===== config.mk =====
export PLATFORM = sky130hd
export DESIGN_NAME = sort_job_arbiter
export DESIGN_NICKNAME = d
export VERILOG_FILES = /design/src/rtl/sort_pkg.sv /design/src/rtl/sort_rr_pick.sv /design/src/rtl/sort_job_arbiter.sv
export SDC_FILE = /design/constraint.sdc
export NUM_CORES = 1
export LEC_CHECK = 0
export CORE_AREA = 2 2 594 596
export CTS_CLUSTER_DIAMETER = 40
export DETAILED_ROUTE_END_ITERATION = 6
export DIE_AREA = 0 0 596 598
export SLEW_MARGIN = 10
export SYNTH_ARGS = -nofsm -noshare
export SYNTH_HDL_FRONTEND = slang
export SYNTH_SLANG_ARGS = --single-unit
export TNS_END_PERCENT = 20

===== constraint.sdc =====
create_clock -name Clk -period 11.52 [get_ports Clk]
set_input_delay 1.728 -clock Clk [delete_from_list [all_inputs] [get_ports Clk]]
set_output_delay 1.728 -clock Clk [all_outputs]
set_load 0.05 [all_outputs]

===== src/rtl/sort_pkg.sv =====
// Shared constants, FSM state type and width clamp for the sort job arbiter.
package sort_pkg;

  localparam int N_ELEM  = 30;
  localparam int ELEM_W  = 7;
  localparam int WIDTH_W = 5;
  localparam int ARR_W   = N_ELEM * ELEM_W;

  typedef enum logic [4:0] {
    IDLE    = 5'b00001,
    LAUNCH  = 5'b00010,
    RUN     = 5'b00100,
    DELIVER = 5'b01000,
    RELEASE = 5'b10000
  } state_t;

  // The engine cannot sort more elements than it holds, so larger requests are cut to N_ELEM.
  function automatic logic [WIDTH_W-1:0] clampWidth(input logic [WIDTH_W-1:0] w);
    return (w > WIDTH_W'(N_ELEM)) ? WIDTH_W'(N_ELEM) : w;
  endfunction

endpackage


===== src/rtl/sort_rr_pick.sv =====
// Combinational round-robin picker: first set request at or after rr_ptr, wrapping.
module sort_rr_pick #(
  parameter int N_REQ = 4,
  parameter int IDX_W = 2
) (
  input  logic [N_REQ-1:0] req,
  input  logic [IDX_W-1:0] rr_ptr,
  output logic [N_REQ-1:0] grant,
  output logic [IDX_W-1:0] index,
  output logic             any
);

  logic [IDX_W:0] w_pos;

  // Walk the requests starting at rr_ptr and keep only the first one found.
  always_comb begin
    grant = '0;
    index = '0;
    any   = 1'b0;
    w_pos = '0;
    for (int k = 0; k < N_REQ; k++) begin
      w_pos = {1'b0, rr_ptr} + (IDX_W+1)'(k);
      if (w_pos >= (IDX_W+1)'(N_REQ)) begin
        w_pos = w_pos - (IDX_W+1)'(N_REQ);
      end
      if (!any && req[w_pos[IDX_W-1:0]]) begin
        any                      = 1'b1;
        grant[w_pos[IDX_W-1:0]]  = 1'b1;
        index                    = w_pos[IDX_W-1:0];
      end
    end
  end

endmodule


===== src/rtl/sort_job_arbiter.sv =====
// Shares one bubble-sort engine between N_REQ clients, granting jobs round-robin.
// Optional statistics counters (jobs_done, busy_cycles) are built when SORT_STATS_EN is defined.
module sort_job_arbiter
  import sort_pkg::*;
#(
  parameter int N_REQ = 4
) (
  input  logic                       Clk,
  input  logic                       Reset,
  input  logic [N_REQ-1:0]           req_valid,
  input  logic [N_REQ*WIDTH_W-1:0]   req_width,
  input  logic [N_REQ*ARR_W-1:0]     req_data,
  output logic [N_REQ-1:0]           req_accept,
  output logic [N_REQ-1:0]           rsp_valid,
  input  logic [N_REQ-1:0]           rsp_ack,
  output logic [ARR_W-1:0]           rsp_data,
  output logic                       busy,
  output logic                       eng_Start,
  output logic [WIDTH_W-1:0]         eng_width,
  output logic [ARR_W-1:0]           eng_Ain,
  output logic                       eng_Ack,
  input  logic                       eng_Done,
  input  logic [ARR_W-1:0]           eng_Aout
`ifdef SORT_STATS_EN
  ,
  output logic [15:0]                jobs_done,
  output logic [31:0]                busy_cycles
`endif
);

  localparam int IDX_W = (N_REQ > 1) ? $clog2(N_REQ) : 1;

  state_t             r_state;
  logic [IDX_W-1:0]   r_rrPtr;
  logic [IDX_W-1:0]   r_grantIdx;
  logic [N_REQ-1:0]   r_grantOh;
  logic [N_REQ-1:0]   r_reqAccept;
  logic [N_REQ-1:0]   r_rspValid;
  logic               r_engStart;
  logic               r_engAck;
  logic [ARR_W-1:0]   r_ain;
  logic [WIDTH_W-1:0] r_width;

  logic [N_REQ-1:0]   w_grant;
  logic [IDX_W-1:0]   w_index;
  logic               w_any;
  logic [IDX_W-1:0]   w_nextPtr;
  logic [WIDTH_W-1:0] w_reqWidth;
  logic               w_ownerAck;

  sort_rr_pick #(
    .N_REQ (N_REQ),
    .IDX_W (IDX_W)
  ) u_pick (
    .req    (req_valid),
    .rr_ptr (r_rrPtr),
    .grant  (w_grant),
    .index  (w_index),
    .any    (w_any)
  );

  assign w_reqWidth = req_width[w_index*WIDTH_W +: WIDTH_W];
  assign w_ownerAck = |(rsp_ack & r_grantOh);
  assign w_nextPtr  = (r_grantIdx == IDX_W'(N_REQ-1)) ? '0 : r_grantIdx + 1'b1;

  assign req_accept = r_reqAccept;
  assign rsp_valid  = r_rspValid;
  assign rsp_data   = eng_Aout;
  assign busy       = (r_state != IDLE);
  assign eng_Start  = r_engStart;
  assign eng_width  = r_width;
  assign eng_Ain    = r_ain;
  assign eng_Ack    = r_engAck;

  // Job lifecycle: grab a job, start the engine, hand back the result, release the engine.
  always_ff @(posedge Clk or posedge Reset) begin
    if (Reset) begin
      r_state     <= IDLE;
      r_rrPtr     <= '0;
      r_grantIdx  <= '0;
      r_grantOh   <= '0;
      r_reqAccept <= '0;
      r_rspValid  <= '0;
      r_engStart  <= 1'b0;
      r_engAck    <= 1'b0;
      r_ain       <= '0;
      r_width     <= '0;
    end else begin
      r_reqAccept <= '0;
      r_engStart  <= 1'b0;
      r_engAck    <= 1'b0;
      case (r_state)
        IDLE: begin
          if (w_any) begin
            r_reqAccept <= w_grant;
            r_grantOh   <= w_grant;
            r_grantIdx  <= w_index;
            r_ain       <= req_data[w_index*ARR_W +: ARR_W];
            r_width     <= clampWidth(w_reqWidth);
            r_engStart  <= 1'b1;
            r_state     <= LAUNCH;
          end
        end
        LAUNCH: begin
          r_state <= RUN;
        end
        RUN: begin
          if (eng_Done) begin
            r_rspValid <= r_grantOh;
            r_state    <= DELIVER;
          end
        end
        DELIVER: begin
          if (w_ownerAck) begin
            r_rspValid <= '0;
            r_engAck   <= 1'b1;
            r_state    <= RELEASE;
          end
        end
        RELEASE: begin
          if (!eng_Done) begin
            r_rrPtr <= w_nextPtr;
            r_state <= IDLE;
          end
        end
        default: begin
          r_state <= IDLE;
        end
      endcase
    end
  end

`ifdef SORT_STATS_EN
  logic [15:0] r_jobsDone;
  logic [31:0] r_busyCycles;

  assign jobs_done   = r_jobsDone;
  assign busy_cycles = r_busyCycles;

  // Count finished jobs (wrapping) and busy cycles (saturating).
  always_ff @(posedge Clk or posedge Reset) begin
    if (Reset) begin
      r_jobsDone   <= '0;
      r_busyCycles <= '0;
    end else begin
      if (r_state == RELEASE && !eng_Done) begin
        r_jobsDone <= r_jobsDone + 16'd1;
      end
      if (busy && (r_busyCycles != '1)) begin
        r_busyCycles <= r_busyCycles + 32'd1;
      end
    end
  end
`endif

endmodule


# Word level (Yosys, flattened, before mapping)

Index checks and enable logic that the tools add are counted.

Bitwise logic cells: 5
Muxes and demuxes: 48
Reduce and logical (&&, ||, !) cells: 16
Multiply operators: 2
$add $sub $neg: 8
Order comparisons: 13
Shift-type cells: 2
Eq/ne operators: 11

Operator list:

| operator            | count |
|---|---|
| $shiftx 840x11->210 | 1 |
| $mux 4              | 8 |
| $mux 5              | 5 |
| $pmux 5 s5          | 1 |
| $shiftx 20x6->5     | 1 |
| $mux 2              | 9 |
| $mux 1              | 16 |
| $lt 2x3->1 const B  | 4 |
| $or 4x4->4          | 3 |
| $ge 3x3->1 const B  | 3 |
| $mul 2x7->9 const B | 1 |
| $bmux 1 s2          | 4 |
| $demux 1 s2         | 4 |
| $ge 2x1->1 const B  | 4 |
| $pmux 4 s2          | 1 |
| $sub 2x1->2 const B | 4 |
| $logic_and 1x1->1   | 7 |
| $add 2x2->3 const B | 2 |
| $ne 2x2->1 const B  | 3 |
| $eq 5x1->1 const B  | 1 |
| $eq 5x2->1 const B  | 1 |
| $eq 5x3->1 const B  | 1 |
| $eq 5x4->1 const B  | 1 |
| $eq 5x5->1 const B  | 1 |
| 16 further kinds    | 19 |

Register bits: 238
Word-level logic and storage cells: 115

# Longest topological paths before layout

Gate-level depths: netlist of run 1.

Word-level depth: 18
Mapped depth: 15
Mapped depth without buffers: 10

# Cells and area by module

From an unflattened synthesis of run 1, not the netlist that was laid out.

Cells, all modules: 1,516
Area total of the unflattened synthesis: 16,259.3 µm²

Modules (own cells, without submodules):

| module           | times used | cells an instance | area each (µm²) |
|---|---|---|---|
| sort_job_arbiter | 1          | 1,471             | 15,837.7 |
| sort_rr_pick     | 1          | 45                | 421.7 |

# Worst setup path before layout of run 1

Ideal clock, no wire load.

Path kind: input to register
Start: input req_valid[1]
End: register r_width[0] (netlist: eng_width[0])
Slack: 7.570 ns
Data arrival time: 3.817 ns
Setup time: 0.133 ns
Stages on the path: 10
Path through: mux4_2 nor2b_1 nor3b_4 nor2_1 a31oi_2 buf_4 buf_6 mux2_1 nor4_2 o31ai_2

Longest elaborated chain between the ends: 16

RTL lines:

| what                         | RTL line               | source |
|---|---|---|
| start: declaration           | sort_job_arbiter.sv:10 | `input logic [N_REQ-1:0] req_valid,` |
| $bmux 1 s2                   | sort_rr_pick.sv:26     | `if (!any && req[w_pos[IDX_W-1:0]]) begin` |
| $mux 1 (not written as such) | sort_rr_pick.sv:26     |  |
| $mux 1                       | sort_rr_pick.sv:26     |  |
| $logic_not 1->1              | sort_rr_pick.sv:26     |  |
| $logic_and 1x1->1            | sort_rr_pick.sv:26     |  |
| $mux 1                       | sort_rr_pick.sv:26     |  |
| $logic_not 1->1              | sort_rr_pick.sv:26     |  |
| $logic_and 1x1->1            | sort_rr_pick.sv:26     |  |
| $mux 1                       | sort_rr_pick.sv:26     |  |
| $logic_not 1->1              | sort_rr_pick.sv:26     |  |
| $logic_and 1x1->1            | sort_rr_pick.sv:26     |  |
| $mux 2                       | sort_rr_pick.sv:26     |  |
| $mul 2x3->5                  | sort_job_arbiter.sv:62 | `assign w_reqWidth = req_width[w_index*WIDTH_W +: WIDTH_W];` |
| $shiftx 20x6->5              | sort_job_arbiter.sv:62 |  |
| $gt 5x5->1                   | sort_pkg.sv:19         | `return (w > WIDTH_W'(N_ELEM)) ? WIDTH_W'(N_ELEM) : w;` |
| $mux 5                       | sort_pkg.sv:19         |  |
| end signal: assignment       | sort_job_arbiter.sv:99 | `r_width <= clampWidth(w_reqWidth);` |
| end: declaration             | sort_job_arbiter.sv:42 | `logic [WIDTH_W-1:0] r_width;` |

Parallel ways exist; a longest one is shown, timed or not. The select of a mux whose other input is x is not followed.
A chain may end at the register's enable or synchronous reset.

# Final worst setup path of run 1

Start: input req_valid[1]
End: register r_ain[101] (netlist: eng_Ain[101])

Longest elaborated chain between the ends: 14

RTL lines:

| what                         | RTL line               | source |
|---|---|---|
| $bmux 1 s2                   | sort_rr_pick.sv:26     |  |
| $mux 1 (not written as such) | sort_rr_pick.sv:26     |  |
| $mux 1                       | sort_rr_pick.sv:26     |  |
| $logic_not 1->1              | sort_rr_pick.sv:26     |  |
| $logic_and 1x1->1            | sort_rr_pick.sv:26     |  |
| $mux 1                       | sort_rr_pick.sv:26     |  |
| $logic_not 1->1              | sort_rr_pick.sv:26     |  |
| $logic_and 1x1->1            | sort_rr_pick.sv:26     |  |
| $mux 1                       | sort_rr_pick.sv:26     |  |
| $logic_not 1->1              | sort_rr_pick.sv:26     |  |
| $logic_and 1x1->1            | sort_rr_pick.sv:26     |  |
| $mux 2                       | sort_rr_pick.sv:26     |  |
| $mul 2x7->9                  | sort_job_arbiter.sv:98 | `r_ain <= req_data[w_index*ARR_W +: ARR_W];` |
| $shiftx 840x11->210          | sort_job_arbiter.sv:98 |  |
| end signal: assignment       | sort_job_arbiter.sv:98 |  |
| end: declaration             | sort_job_arbiter.sv:41 | `logic [ARR_W-1:0] r_ain;` |

Parallel ways exist; a longest one is shown, timed or not. The select of a mux whose other input is x is not followed.

==> out/results.tsv, run 1 <==
stage	metric	value	unit
run_status	status	finished, final reports clean	
placement	Placed Instances	8021	
worst_hold_path	hold path depth	2	
cts	cts hold-fix bufs	0	
worst_hold_path	HP Start	eng_Ain[191]	
setup_path	Critical R2R Capture	eng_Ain[101]	
synth	Post-synth EDFFs	0	
grt	largest net degree at the start of global routing	149	
setup_path	CP required	12.12	ns
layout	nets@finish	4578	
routing	via count	23500	
setup_path	slowest stage delay, CP	0.76	ns
layout	area taken by multi-input logic gates	8900	um^2
power_and_ir_drop	pwr dens	289	nW/um^2
cts	H-tree depth	3	
synth	register area share after synthesis	34.3	%
power_and_ir_drop	Clk pwr share	22.9	%
cts	clk root buf	clkbuf_16	
timing	minimum clock period	5.85	ns
routing	initial DRC count	1761	
floorplan	area of the die	356000	um^2
power_and_ir_drop	P_leak	13.6	nW
layout	commonest non-fill, non-tap cell in the layout	nand2_1	
layout	P&R area growth vs syn	101	%
synth	post-synth cell types	44	
placement	I/O Buffers	1096	
timing	# setup viols final	0	
timing	Worst slew margin	24.0	%
floorplan	starting density of the core	4.95	%
setup_path	crit path max fanout	94	
power_and_ir_drop	NetSw	5.59	mW
floorplan	Die Wd	596	um
cts	Clock transition at path regs	0.05	ns
synth	Top FF cell, synth	dfrtp_1	
routing	WL/cell	35.2	um
timing	f_max	0.171	GHz
synth	Seq cells post-synth	238	
cts	CTS tree	yes	
synth	Avg Cell Area, Syn	6.50	um^2
timing	setup skew after layout	0.0499	ns
routing	DRT antenna net count	0	
cts	PostCTS Resize Cnt	0	
synth	Synth top area share	34.1	%
setup_path	Critical path origin	req_valid[1]	
cts	CTS buffer count	85	
floorplan	row cnt	218	
setup_path	worst-path cell chain	clkdlybuf4s50_1, mux4_2, nor2b_1, nor3b_4, nor2_1, a31oi_4, buf_4, buf_4, buf_4, nand3_1, o21ai_1, o21ai_1	
timing	Final period util	50.8	%
setup_path	worst setup path class	input pin to flop	
power_and_ir_drop	VDD IR max	0.000143	V
synth	top cells by area, synth	dfrtp_1, nand2_1, buf_4, o21ai_1, nand3_1	
routing	drt drc	0	
cts	post-CTS setup buffer count	0	
timing	TNS Setup	0	ns
synth	Syn Std Cell Area	17400	um^2
placement	HPWL after detailed placement	264	mm
grt	grt total ovfl	0	
placement	Final GP Congestion	0.892	
synth	asr flop ratio synth	100	%
grt	vias in the first global route	22100	
layout	commonest cells after routing, fill and taps aside	nand2_1, clkdlybuf4s50_1, o21ai_1	
setup_path	worst-path cell with the longest stage delay	buf_4	
setup_path	WP data arrival	6.45	ns
routing	DR pass1 iterations	6	
flow_run	Max-Cap Viols	0	
cts	clock sink total	238	
grt	GRT Resource Usage Total	15.7	%
power_and_ir_drop	Net Sw Frac	55.3	%
cts	clock buffer depth	4	
setup_path	most used cell, CP	buf_4	
synth	post-synth top area cell	dfrtp_1	
timing	RSZ-0062 raised after global routing	no	
synth	Synth Warn #	0	
floorplan	io pins	1517	
setup_path	Reg2Reg Depth	12	
layout	share of cells above drive strength 1	5.83	%
layout	fillers	41000	
power_and_ir_drop	Pint	4.51	mW
synth	Mapped Nets	3764	
synth	Post-Syn Instances	2674	
timing	slew at the pin closest to its max-slew limit	1.14	ns
setup_path	Crit. End Element	flop	
floorplan	core footprint	351000	um^2
floorplan	Die H	598	um
setup_path	R2R Setup Slk	5.89	ns
layout	Finished Layout Cells	8281	
power_and_ir_drop	sequential fraction of design power	15.2	%
layout	Reg area	5960	um^2
grt	first-pass GRT wire length	338	mm
power_and_ir_drop	Gate power share	61.9	%
timing	final hold vios	0	
cts	worst skew pair latency	0.80	ns
setup_path	CP Launch Type	input pin	
worst_hold_path	Hold Crit Endpoint	eng_Ain[191]	
grt	antenna violations before repair	313	
timing	fin. max-slew vios	0	
worst_hold_path	HP Class	flop to flop	
timing	Hold Slack	0.472	ns
setup_path	Reg-to-Reg Start	r_rrPtr[0]	
routing	DRT Wirelength	292	mm
routing	drt via density	2.84	
-- synth_stat cells (2+ instances only) --
| library cell | n |
|---|---|
| nor2_1 | 16 |
| mux4_2 | 3 |
| mux2i_1 | 8 |
| nor3_1 | 3 |
| buf_2 | 63 |
| nor2b_1 | 5 |
| nand2b_1 | 3 |
| a21o_1 | 4 |
| clkbuf_1 | 93 |
| mux2_2 | 2 |
| nand3_1 | 211 |
| buf_6 | 15 |
| nand2_1 | 1291 |
| ha_1 | 9 |
| o21a_1 | 2 |
| nand3b_1 | 4 |
| o21ai_1 | 275 |
| buf_4 | 223 |
| dfrtp_1 | 237 |
| a21oi_1 | 3 |
| a22oi_1 | 4 |
| inv_1 | 6 |
| a221oi_1 | 5 |
| o21ai_0 | 163 |
| buf_1 | 7 |
-- critical path, delay by kind of cell --
family | cells | cell delay, ns
simple gates | 4 | 0.82
compound gates | 3 | 0.79
mux | 1 | 0.52
buf+inv | 4 | 2.34
-- sequential cells by signal (all words and copies together) (netlist names) --
name	cells
eng_Ain	210
rsp_valid	4
r_grantIdx	2
eng_Start	1
r_grantOh	4
r_rrPtr	2
req_accept	4
eng_width	5
r_state	5
eng_Ack	1
-- cell families after synthesis --
family / synth area share, %
AND/OR/NAND/NOR: 35.2
AO/OA/AOI/OAI: 13.9
buffers and inverters: 14.7
flip-flops: 34.3
multiplexers: 1.13
adder cells (fa/ha/maj): 0.648
XOR/XNOR: 0.0504
-- layer usage --
layer	vias to the layer above	track usage [%]	share of wire, %
li1	10200	-	-
met1	10400	14.7	32
met2	2037	24.7	44
met3	625	14.0	20
met4	146	5.36	4.1
met5	-	0.428	0.41
-- worst max path at each step --
stage,to,slack (ns),cells after the start
floorplan,eng_Ack,3.26,1
finish,eng_Ain[101],5.67,12
global route,eng_Ain[138],5.44,12
detailed placement,eng_Ain[101],5.03,12
global placement,eng_Ain[110],5.11,12
CTS,eng_Ain[138],5.87,12
-- power groups by stage --
| stage | clock [mW] | sequential, mW | combinational, mW |
|---|---|---|---|
| 6_report | 2.32 | 1.54 | 6.25 |
| 5_1_grt | 2.43 | 1.59 | 6.75 |
| 4_1_cts | 2.39 | 1.54 | 6.41 |
| 3_5_place_dp | 0 | 1.54 | 6.40 |
| 3_3_place_gp | 0 | 1.53 | 6.39 |
| 2_1_floorplan | 0 | 2.80 | 2.46 |
-- layout make-up --
class	instances	share of cell area, %
Tap cell	4620	16.6
Antenna cell	112	0.802
Multi-Input combinational cell	2029	25.5
Clock buffer	109	6.84
Sequential cell	238	17.1
Inverter	6	0.0860
Clock inverter	39	1.02
Timing Repair Buffer	1128	32.2
-- metrics by stage --
step / total power [mW] / setup slack (ns) / area [um^2] / utilization [%]
detailed placement: 7.94 / 5.03 / 31900 / 9.10
floorplan: 5.26 / 3.26 / 17400 / -
finish: 10.1 / 5.67 / 34900 / 9.96
global placement: 7.92 / 5.11 / 31900 / 9.10
CTS: 10.3 / 5.87 / 34600 / 9.88
global route: 10.8 / 5.44 / 34800 / 9.91
(Power assumes the default switching activity.)
==> inputs of run 2 (changes only) <==
--- a/config.mk
+++ b/config.mk
@@ -5,10 +5,10 @@
 export SDC_FILE = /design/constraint.sdc
 export NUM_CORES = 1
 export LEC_CHECK = 0
-export CORE_AREA = 2 2 594 596
+export CORE_AREA = 2 2 598 600
 export CTS_CLUSTER_DIAMETER = 40
 export DETAILED_ROUTE_END_ITERATION = 6
-export DIE_AREA = 0 0 596 598
+export DIE_AREA = 0 0 600 602
 export SLEW_MARGIN = 10
 export SYNTH_ARGS = -nofsm -noshare
 export SYNTH_HDL_FRONTEND = slang
==> constraint.sdc (replaced) <==
create_clock -name Clk -period 4.8 [get_ports Clk]
set_input_delay 0.72 -clock Clk [delete_from_list [all_inputs] [get_ports Clk]]
set_output_delay 0.72 -clock Clk [all_outputs]
set_load 0.05 [all_outputs]
==> run 2 against run 1 <==
Effect of this change:
- power is 140% higher
- clock power up 120%
- worst hold slack got worse by 0.084 ns
- utilization about the same
- first-iteration DRC count is 9.6% higher
- critical path depth fell by 1
- combinational power up 140%
- register-to-register slack got worse by 5.5 ns
- final cell count rose by 1.4%
- global-route usage is 1.2 points lower
- critical path type is now flop to flop
==> out/results.tsv, run 2 (synthesis gave the netlist of run 1 again) <==
stage	metric	value	unit	change
layout	commonest non-fill, non-tap cell in the layout	nand2_1		
timing	Worst slew margin	25.9	%	+1.8 points
timing	final hold vios	0		unchanged
flow_run	Max-Cap Viols	0		unchanged
placement	Final GP Congestion	0.935		+4.8%
grt	vias in the first global route	21800		-1.6%
setup_path	CP delay by family, top	simple AND/OR/NAND/NOR gates		
timing	fin. max-slew vios	0		unchanged
setup_path	worst setup path class	flop to flop		
cts	CTS buffer count	79		-7.1%
cts	clk root buf	clkbuf_16		
power_and_ir_drop	Clk pwr share	21.6	%	-1.3 points
power_and_ir_drop	Net Sw Frac	53.9	%	-1.4 points
routing	DRT Wirelength	272	mm	-6.9%
layout	Finished Layout Cells	8397		+1.4%
cts	clock buffer depth	4		unchanged
placement	Setup WS pre-CTS	0.304	ns	-4.72 ns
worst_hold_path	HP Class	input pin to async pin		
power_and_ir_drop	sequential fraction of design power	15.4	%	+0.2 points
cts	CTS tree	yes		
layout	fillers	41500		+1.2%
layout	Final Cell Area	35400	um^2	+1.4%
cts	cts hold-fix bufs	0		unchanged
cts	post-CTS setup buffer count	0		unchanged
grt	largest net degree at the start of global routing	105		-30%
floorplan	Die H	602	um	+0.67%
floorplan	Die Wd	600	um	+0.67%
timing	# setup viols final	0		unchanged
setup_path	slowest stage delay, CP	0.70	ns	-0.06 ns
power_and_ir_drop	Gate power share	63.0	%	+1.1 points
cts	clock sink total	238		unchanged
routing	drt drc	0		unchanged
grt	first-pass GRT wire length	319	mm	-5.6%
floorplan	area of the die	361000	um^2	+1.3%
cts	H-tree depth	3		unchanged
floorplan	io pins	1517		unchanged
routing	DRT antenna net count	0		unchanged
timing	TNS Setup	0	ns	unchanged
setup_path	worst-path cell with the longest stage delay	dfrtp_1		
setup_path	CP required	5.40	ns	-6.72 ns
setup_path	crit path max fanout	64		-32%
cts	PostCTS Resize Cnt	0		unchanged
grt	GRT Resource Usage Total	14.5	%	-1.2 points
timing	RSZ-0062 raised after global routing	no		
layout	P&R area growth vs syn	104	%	
power_and_ir_drop	P_leak	13.8	nW	+1.8%
timing	setup skew after layout	0.0681	ns	+0.0181 ns
floorplan	core footprint	355000	um^2	+1.2%
placement	Placed Instances	8202		+2.3%
layout	nets@finish	4622		+0.96%
timing	Hold Slack	0.388	ns	-0.0845 ns
timing	worst setup margin	0.433	ns	-5.24 ns
placement	HPWL after detailed placement	248	mm	-6.2%
setup_path	WP data arrival	4.96	ns	-1.49 ns
timing	minimum clock period	4.37	ns	
routing	drt via density	2.79		-1.5%
setup_path	CP Launch Type	flop		
routing	via count	23500		-0.10%
timing	f_max	0.229	GHz	
power_and_ir_drop	VDD IR max	0.000355	V	+150%
layout	share of cells above drive strength 1	6.66	%	+0.83 points
cts	Clock transition at path regs	0.04	ns	about the same
power_and_ir_drop	NetSw	13.0	mW	+130%
layout	max reg flops	210		unchanged
power_and_ir_drop	Pint	11.1	mW	+150%
timing	slew at the pin closest to its max-slew limit	1.11	ns	-0.0241 ns
timing	Final period util	91.0	%	
routing	WL/cell	32.3	um	-8.2%
setup_path	Crit. End Element	flop		
layout	commonest cells after routing, fill and taps aside	nand2_1, clkdlybuf4s50_1, o21ai_1		
floorplan	row cnt	219		+0.46%
grt	antenna violations before repair	229		-27%
placement	DP Area	32700	um^2	+2.5%
grt	grt total ovfl	0		unchanged
power_and_ir_drop	pwr dens	680	nW/um^2	+140%
run_status	status	finished, final reports clean		
routing	DR pass1 iterations	7		+1
placement	I/O Buffers	1096		unchanged
setup_path	worst-path cell chain	inv_1, ha_1, mux4_2, nor3b_4, nor2_1, a31oi_4, buf_12, buf_12, nand3_1, o21ai_1, o21ai_1		
cts	worst skew pair latency	0.76	ns	-0.04 ns
routing	initial DRC count	1930		+9.6%
floorplan	starting density of the core	4.90	%	-0.057 points
setup_path	worst path buffer plus inverter count	3		-1
-- run 2: cell count changes in the layout (fill, tap and decap cells not counted), moves of 4 or more --
cell       previous run  this run
diode_2             112        58
buf_4                42        67
buf_12                5        28
clkbuf_16            85        79
clkbuf_1              7        11
clkbuf_8             17        13
clkinv_2             14        10
-- run 2: layout make-up --
type,count,area (um^2),area share [%]
clock inverter,34,373,1.05
multi-input combinational,2029,8890,25.1
tap,4751,5940,16.8
antenna,58,145,0.410
timing repair buffer,1178,11900,33.6
clock buffer,103,2200,6.20
sequential,238,5960,16.8
inverter,6,26.3,0.0742
-- run 2: worst paths after layout --
path | cells after the start | to | slack (ns) | start
max | 11 | eng_Ain[148] | 0.43 | r_rrPtr[0]
min | 2 | eng_Ain[165] | 0.39 | Reset
max reg2reg | 11 | eng_Ain[148] | 0.43 | r_rrPtr[0]
min reg2reg | 2 | eng_Ain[199] | 0.47 | eng_Ain[199]
max in group asynchronous | 3 | eng_Ain[45] | 3.25 | Reset
min in group Clk | 2 | eng_Ain[199] | 0.47 | eng_Ain[199]
-- run 2: stage by stage --
step	total power [mW]	util, %
5_1_grt	25.6	9.97
2_1_floorplan	12.6	-
3_5_place_dp	19.3	9.22
6_report	24.1	9.99
3_3_place_gp	19.3	9.22
4_1_cts	24.7	9.94
-- run 2: routing by layer --
layer	up-vias	track usage, %	wire length (um)	share of wire [%]
met5	-	0.588	1040	0.38
met1	10700	12.1	76100	28
li1	10300	-	-	-
met2	1787	24.8	130000	48
met3	594	11.8	50800	19
met4	104	5.96	13700	5.0
-- run 2: power groups by stage --
stage	clock network, mW	logic, mW	registers [mW]
global placement	0	15.6	3.72
detailed placement	0	15.6	3.73
floorplan	0	5.90	6.73
global route	5.45	16.3	3.83
CTS	5.38	15.6	3.72
finish	5.20	15.2	3.72
